$ cat config.mk
export PLATFORM = sky130hd
export DESIGN_NAME = spp_concat_stream
export DESIGN_NICKNAME = d
export VERILOG_FILES = /design/src/rtl/spp_concat_stream.sv
export SDC_FILE = /design/constraint.sdc
export NUM_CORES = 1
export LEC_CHECK = 0
export CORE_ASPECT_RATIO = 0.8
export CORE_MARGIN = 4
export CORE_UTILIZATION = 51
export CTS_BUF_LIST = sky130_fd_sc_hd__clkbuf_2 sky130_fd_sc_hd__clkbuf_4 sky130_fd_sc_hd__clkbuf_8
export DETAILED_ROUTE_END_ITERATION = 16
export PLACE_DENSITY = 0.87
export SETUP_SLACK_MARGIN = 0.1
export SYNTH_ARGS = -nofsm -noshare
export SYNTH_HDL_FRONTEND = slang
export SYNTH_SLANG_ARGS = --single-unit
$ cat constraint.sdc
create_clock -name clk -period 7.9 [get_ports clk]
set_input_delay 1.975 -clock clk [delete_from_list [all_inputs] [get_ports clk]]
set_output_delay 1.975 -clock clk [all_outputs]
set_load 0.005 [all_outputs]
$ cat src/rtl/spp_concat_stream.sv
// SPP concat back-end: snapshots x, m5, m9, m13 on start and streams their
// channel concatenation one 16-bit element per valid/ready beat.
module spp_concat_stream #(
    parameter int K = 1,
    parameter int H = 1,
    parameter int W = 1
) (
    input  logic                                     clk,
    input  logic                                     reset,
    input  logic                                     start,
    input  logic [0:K*H*W*16-1]                      x,
    input  logic [0:K*H*W*16-1]                      in_m5,
    input  logic [0:K*H*W*16-1]                      in_m9,
    input  logic [0:K*H*W*16-1]                      in_m13,
    output logic [0:15]                              out_data,
    output logic                                     out_valid,
    input  logic                                     out_ready,
    output logic [0:((4*K > 1) ? $clog2(4*K) : 1)-1] out_ch,
    output logic                                     out_last,
    output logic                                     busy,
    output logic                                     done
);

    localparam int DATA_WIDTH = 16;
    localparam int N          = H * W;
    localparam int FLAT       = K * N * DATA_WIDTH;
    localparam int CH_W       = (4 * K > 1) ? $clog2(4 * K) : 1;
    localparam int P_W        = (N > 1) ? $clog2(N) : 1;
    localparam int KW         = (K > 1) ? $clog2(K) : 1;
    localparam int IW         = (FLAT > 1) ? $clog2(FLAT) : 1;

    typedef enum logic [1:0] {S_IDLE, S_STREAM, S_DONE} state_t;

    state_t          state_q, state_d;
    logic [1:0]      g_q, g_d;
    logic [KW-1:0]   k_q, k_d;
    logic [P_W-1:0]  p_q, p_d;
    logic            cap;
    logic            last;
    logic [IW-1:0]   base;
    logic [0:FLAT-1] snap_q [4];

    // The channel counter is kept as (group, source channel) so the snapshot
    // select and the element offset need no division.
    assign last = (state_q == S_STREAM) && (g_q == 2'd3) &&
                  (k_q == KW'(K - 1)) && (p_q == P_W'(N - 1));

    always_comb begin
        state_d = state_q;
        g_d     = g_q;
        k_d     = k_q;
        p_d     = p_q;
        cap     = 1'b0;
        case (state_q)
            S_IDLE: begin
                if (start) begin
                    state_d = S_STREAM;
                    cap     = 1'b1;
                    g_d     = '0;
                    k_d     = '0;
                    p_d     = '0;
                end
            end
            S_STREAM: begin
                if (out_ready) begin
                    if (last) begin
                        state_d = S_DONE;
                        g_d     = '0;
                        k_d     = '0;
                        p_d     = '0;
                    end else if (p_q == P_W'(N - 1)) begin
                        p_d = '0;
                        if (k_q == KW'(K - 1)) begin
                            k_d = '0;
                            g_d = g_q + 2'd1;
                        end else begin
                            k_d = k_q + KW'(1);
                        end
                    end else begin
                        p_d = p_q + P_W'(1);
                    end
                end
            end
            S_DONE:  state_d = S_IDLE;
            default: state_d = S_IDLE;
        endcase
    end

    always_ff @(posedge clk) begin
        if (!reset) begin
            state_q <= S_IDLE;
            g_q     <= '0;
            k_q     <= '0;
            p_q     <= '0;
        end else begin
            state_q <= state_d;
            g_q     <= g_d;
            k_q     <= k_d;
            p_q     <= p_d;
        end
    end

    // Snapshot is intentionally not reset; it is only meaningful after a capture.
    always_ff @(posedge clk) begin
        if (reset && cap) begin
            snap_q[0] <= x;
            snap_q[1] <= in_m5;
            snap_q[2] <= in_m9;
            snap_q[3] <= in_m13;
        end
    end

    always_comb begin
        base     = IW'((int'(k_q) * N + int'(p_q)) * DATA_WIDTH);
        out_data = '0;
        out_ch   = '0;
        if (state_q == S_STREAM) begin
            out_data = snap_q[g_q][base +: DATA_WIDTH];
            out_ch   = CH_W'(int'(g_q) * K + int'(k_q));
        end
    end

    assign out_valid = (state_q == S_STREAM);
    assign out_last  = last;
    assign busy      = (state_q != S_IDLE);
    assign done      = (state_q == S_DONE);

endmodule

==> flow_summary.ini, run 1 <==
[placed_design]
gp_congestion = 0.723
io_buffers = 89
place_inst = 278
hpwl_mm = 3.84

[sta]
finClkSkew_ns = 0.00428
worst_pin_slew_ns = 0.991
rsz0062_at_grt = no
max_freq_mhz = 219
setup-violations-final = 0
tns_ns = 0
period_share_pct = 57.9
slew-limit-headroom_pct = 33.9
slew_violations = 0
period_needed_ns = 4.58
hold_viol = 0

[layout]
finalNonFillerCells = 294
antennaDiodeCount = 0
synthToLayoutAreaGrowth_pct = 43.8
nets = 296
layout-drive-gt1-share_pct = 12.5

[power]
powerDensity_nw_per_um2 = 218
peakVddDrop_mv = 0.195
power.leakage_nw = 1.33

[cts]
htreeDepth = 3
clockBufferDepth = 2
holdBufCountCts = 0
cts_setup_buffers = 0
cts_buffers = 9
clkLatencyLatePin_ns = 0.33
clk_pin_slew_worst_paths_ns = 0.07
cts_tree = yes
ctsResizeCount = 0
cts_sinks = 70
cts-root-buf = clkbuf_8

[synthesis]
ys_seq_area_share_pct = 75.4
ys_ff_latch = 70
synth.net_count = 200
yosys_most_used_dff = edfxtp_1
synth_cell_types = 19
synth.area.top_cells = edfxtp_1 71%, mux4_2 8.3%, mux4_1 5.8%
syn_area_per_cell_um2 = 20.7
yosys.area.top_type = edfxtp_1
netlist.area_leader.share_pct = 70.9
postSynthCellCount = 131
synth_common_cells = 64 x edfxtp_1, 19 x and2_1, 10 x mux4_2
ys_warn_count = 0
netlist_area_um2 = 2710
synth.most_common_cell = edfxtp_1
synthArstFlopShare_pct = 0
synth_edf_count = 64

[route]
vias_per_cell = 5.11
drt-total-wl_mm = 5.32
drc = 0
vias = 1502
drtIter0Drc = 63
drt-pass1-iter-count = 4
route.antenna.remaining_nets = 0
post_drt_wl_per_cell_um = 18.1

[floorplanning]
io_pins = 90
dieArea_um2 = 6550
die_y_um = 73.2
fp.dieW_um = 89.5
rows = 23
initial_core_util_pct = 53.5
core-area_um2 = 5060

[worst_setup_path]
cp-start-kind = flip-flop
cp.depth = 3
rr_startpoint = state_q[1]$_SDFFE_PN0P_
path_class = reg -> out
worst_r2r_path_depth = 3
worst-path-buf-inv = 1
worstPathArrival_ns = 2.60
rrSetupSlack_ns = 6.21
cp-endpoint = out_data[4]
cp_slowest_cell = dfxtp_1
cp_slowest_stage_delay_ns = 0.98
r2r_end = snap_q[3][8]$_DFFE_PP_
worstPathRequired_ns = 5.93
cp_cell_sequence = mux4_1, and2_1, clkdlybuf4s50_1
crit_fanout = 16
end_kind = output pin
crit_family = flip-flops

[min_path]
hold_path.class = reg -> reg

[global_route]
grt_pass1_wl_mm = 8.00
grt.total_usage_pct = 17.3
grt_max_degree = 65
antenna_found_initial = 0
grt-ovfl-total = 0
grt_pass1_vias = 1660

[run]
cap_violations = 0

[outcome]
run_status = completed
## report_power, final
group,total (mW),internal (mW),switching [mW],leakage (nW)
sequential,0.430,0.422,0.00750,0.643
combinational,0.0753,0.0530,0.0223,0.564
clock,0.343,0.211,0.131,0.122
total,0.848,0.687,0.161,1.33
## area by class of cell
type	count	area (um^2)
multi-input combinational	55	626
clock inverter	7	120
timing repair buffer	91	906
sequential	70	2040
clock buffer	9	124
fill	310	1170
tap	62	77.6
## worst min path at each step
stage	end	cells past startpoint	start	slack [ns]
6_report	g_q[1]$_SDFFE_PN0N_	2	g_q[1]$_SDFFE_PN0N_	0.52
3_3_place_gp	flip-flop	2	g_q[1]$_SDFFE_PN0N_	0.48
5_1_grt	state_q[0]$_SDFFE_PN0P_	2	state_q[0]$_SDFFE_PN0P_	0.56
2_1_floorplan	flip-flop	2	g_q[1]$_SDFFE_PN0N_	0.46
4_1_cts	flip-flop	2	g_q[1]$_SDFFE_PN0N_	0.52
3_5_place_dp	flip-flop	2	g_q[1]$_SDFFE_PN0N_	0.51
## cells by family after synthesis
group                      synth area share (%)
DFF                                        75.4
AOI/OAI and AO/OA                         0.370
buffers and inverters                      1.80
muxes                                      14.9
and+or+nand+nor                            7.11
adders and majority gates                 0.462
## sequential cells by signal (all words and copies together) (netlist names), named ones only
name	cells
g_q	2
snap_q	64
state_q	2
## layout by cell type, fill, tap and decap left out, types with 2 or more instances in the layout
cell	synthesis	layout
mux4_2	10	10
clkbuf_8	0	9
edfxtp_1	64	64
a21oi_1	2	2
nand2_1	5	5
and2_1	19	19
nor2b_1	2	2
bufinv_16	0	3
nand2b_1	2	2
buf_4	0	2
clkdlybuf4s50_1	0	89
dfxtp_1	6	6
mux2i_1	2	2
mux4_1	6	6
nand3_1	2	2
inv_6	0	2
## per-stage QoR
stage | hold slack (ns) | setup slack (ns) | utilization, % | total power, mW | instance area (um^2)
floorplan | 0.462 | 2.68 | - | 0.463 | 2710
global placement | 0.478 | 3.65 | 72.1 | 0.511 | 3650
detailed placement | 0.508 | 3.62 | 72.1 | 0.514 | 3650
CTS | 0.525 | 3.25 | 76.9 | 0.858 | 3890
global route | 0.557 | 3.16 | 76.9 | 0.884 | 3890
finish | 0.520 | 3.32 | 76.9 | 0.848 | 3890
## worst min-delay path: stages (launching register included)
cell and delay, ns:
dfxtp_1 0.33, nand2_1 0.06, mux2i_1 0.07
## layer usage
metal	up-vias	GRT usage, %	wire (um)	share of wire, %
met5	-	0	0	0
met4	0	6.78	81	1.5
met3	8	4.29	262	4.9
met2	48	31.2	2980	56
met1	732	19.6	2000	38
li1	714	-	-	-
(Power assumes the default switching activity.)
==> run 2, diff against run 1 <==
--- a/config.mk
+++ b/config.mk
@@ -7,10 +7,10 @@
 export LEC_CHECK = 0
 export CORE_ASPECT_RATIO = 0.8
 export CORE_MARGIN = 4
-export CORE_UTILIZATION = 51
+export CORE_UTILIZATION = 42
 export CTS_BUF_LIST = sky130_fd_sc_hd__clkbuf_2 sky130_fd_sc_hd__clkbuf_4 sky130_fd_sc_hd__clkbuf_8
 export DETAILED_ROUTE_END_ITERATION = 16
-export PLACE_DENSITY = 0.87
+export PLACE_DENSITY = 0.76
 export SETUP_SLACK_MARGIN = 0.1
 export SYNTH_ARGS = -nofsm -noshare
 export SYNTH_HDL_FRONTEND = slang
==> constraint.sdc (replaced) <==
create_clock -name clk -period 3.9 [get_ports clk]
set_input_delay 0.975 -clock clk [delete_from_list [all_inputs] [get_ports clk]]
set_output_delay 0.975 -clock clk [all_outputs]
set_load 0.005 [all_outputs]
==> flow_summary.ini, run 2 (synthesis results as in run 1) <==
[cts]
clkLatencyLatePin_ns = 0.33
cts_sinks = 70
holdBufCountCts = 0
cts_buffers = 9
clockBufferDepth = 2
cts_setup_buffers = 0
cts-root-buf = clkbuf_8
ctsResizeCount = 0
htreeDepth = 3
clk_pin_slew_worst_paths_ns = 0.07
cts_tree = yes

[sta]
hold_viol = 0
slew-limit-headroom_pct = 47.7
finClkSkew_ns = 0.00346
rsz0062_at_grt = no
worst_pin_slew_ns = 0.784
max_freq_mhz = 299
period_share_pct = 85.6
whs_ns = 0.519
tns_ns = 0
slew_violations = 0
setup-violations-final = 0
period_needed_ns = 3.34

[layout]
nets = 298
postLayoutCoreUtil_pct = 63.9
layout-drive-gt1-share_pct = 13.7
antennaDiodeCount = 0
layout_commonest_cell = clkdlybuf4s50_1
reg.largest.list = snap_q: 64 flops, g_q: 2 flops, state_q: 2 flops
largest_reg_flops = 64
final_cell_mix = 89 x clkdlybuf4s50_1, 64 x edfxtp_1, 19 x and2_1, 10 x mux4_2, 9 x clkbuf_8
synthToLayoutAreaGrowth_pct = 43.1
stdcell_area_um2 = 3880
regMostFlops = snap_q

[worst_setup_path]
cp_slowest_cell = dfxtp_1
worstPathArrival_ns = 2.37
rrSetupSlack_ns = 2.51
cp_slowest_stage_delay_ns = 0.56
cp-start-kind = flip-flop
end_kind = output pin
r2r_end = snap_q[0][2]$_DFFE_PP_
rr_startpoint = state_q[0]$_SDFFE_PN0P_
path_class = reg -> out
worst_r2r_path_depth = 3
worstPathRequired_ns = 2.92
cp_cell_sequence = buf_4, mux4_2, and2_1, clkdlybuf4s50_1
crit_fanout = 10
worst-path-buf-inv = 2
crit_family = buffers and inverters

[route]
drc = 0
drt-total-wl_mm = 5.11
post_drt_wl_per_cell_um = 16.2
drtIter0Drc = 60
route.antenna.remaining_nets = 0
vias = 1480
drt-pass1-iter-count = 4
vias_per_cell = 4.70

[floorplanning]
initial_core_util_pct = 44.6
rows = 25
dieArea_um2 = 7810
core-area_um2 = 6070
io_pins = 90
fp.dieW_um = 97.8
die_y_um = 79.8

[min_path]
holdPathEnd = g_q[1]$_SDFFE_PN0N_
holdCritStartpoint = g_q[1]$_SDFFE_PN0N_
hold_path.class = reg -> reg
worstHoldPathCells = 2

[power]
power.leakage_nw = 1.29
powerDensity_nw_per_um2 = 394
peakVddDrop_mv = 0.233
p_total_mw = 1.53

[placed_design]
io_buffers = 89
dpl_cell_area_um2 = 3700
gp_congestion = 0.708
hpwl_mm = 3.64

[global_route]
grt_pass1_wl_mm = 7.71
grt.total_usage_pct = 13.4
grt_pass1_vias = 1526
antenna_found_initial = 0
grt_max_degree = 65
grt-ovfl-total = 0

[run]
cap_violations = 0

[outcome]
run_status = completed
[run 2: changes by cell type in the layout (fill, tap and decap cells not counted)]
cell and change:
buf_12 +1, clkinv_1 -1, inv_6 -2, bufinv_16 -3, clkinvlp_4 +5, clkinv_2 +1
buf_4 +1
[run 2: cell type report]
type | count | area (um^2)
tap | 81 | 101
clock inverter | 7 | 51.3
clock buffer | 9 | 124
fill | 451 | 2190
sequential | 70 | 2040
timing repair buffer | 93 | 933
multi-input combinational | 55 | 626
[run 2: worst max path at each step]
stage | depth (start not counted) | slack, ns | startpoint | to
floorplan | 2 | 0.74 | reset | snap_q[0][0]$_DFFE_PP_
global placement | 4 | 0.90 | flip-flop | out_data[12]
detailed placement | 4 | 0.87 | flip-flop | out_data[15]
CTS | 4 | 0.49 | flip-flop | out_data[15]
global route | 4 | 0.40 | flip-flop | out_data[8]
finish | 4 | 0.56 | flip-flop | out_data[15]
[run 2: worst min-delay path, delay by kind of cell, from the launching register on]
family           cells  cell delay (ns)
flip-flops           1             0.32
multiplexers         1             0.08
AND/OR/NAND/NOR      1             0.06
[run 2: where the power goes]
group | internal [mW] | switching [mW] | leakage, nW | total [mW]
combinational | 0.111 | 0.0485 | 0.578 | 0.159
sequential | 0.855 | 0.0109 | 0.643 | 0.866
clock | 0.230 | 0.275 | 0.0735 | 0.505
[run 2: per-stage QoR]
| stage | std cells | setup slack, ns |
|---|---|---|
| 2_1_floorplan | 131 | 0.742 |
| 3_3_place_gp | 299 | 0.900 |
| 3_5_place_dp | 299 | 0.873 |
| 4_1_cts | 315 | 0.495 |
| 5_1_grt | 315 | 0.397 |
| 6_report | 315 | 0.560 |
[run 2: metal layers]
layer | track usage, % | part of all wire, %
met5 | 0 | 0
met4 | 5.81 | 1.5
met3 | 4.19 | 4.7
met2 | 23.8 | 54
met1 | 15.1 | 39
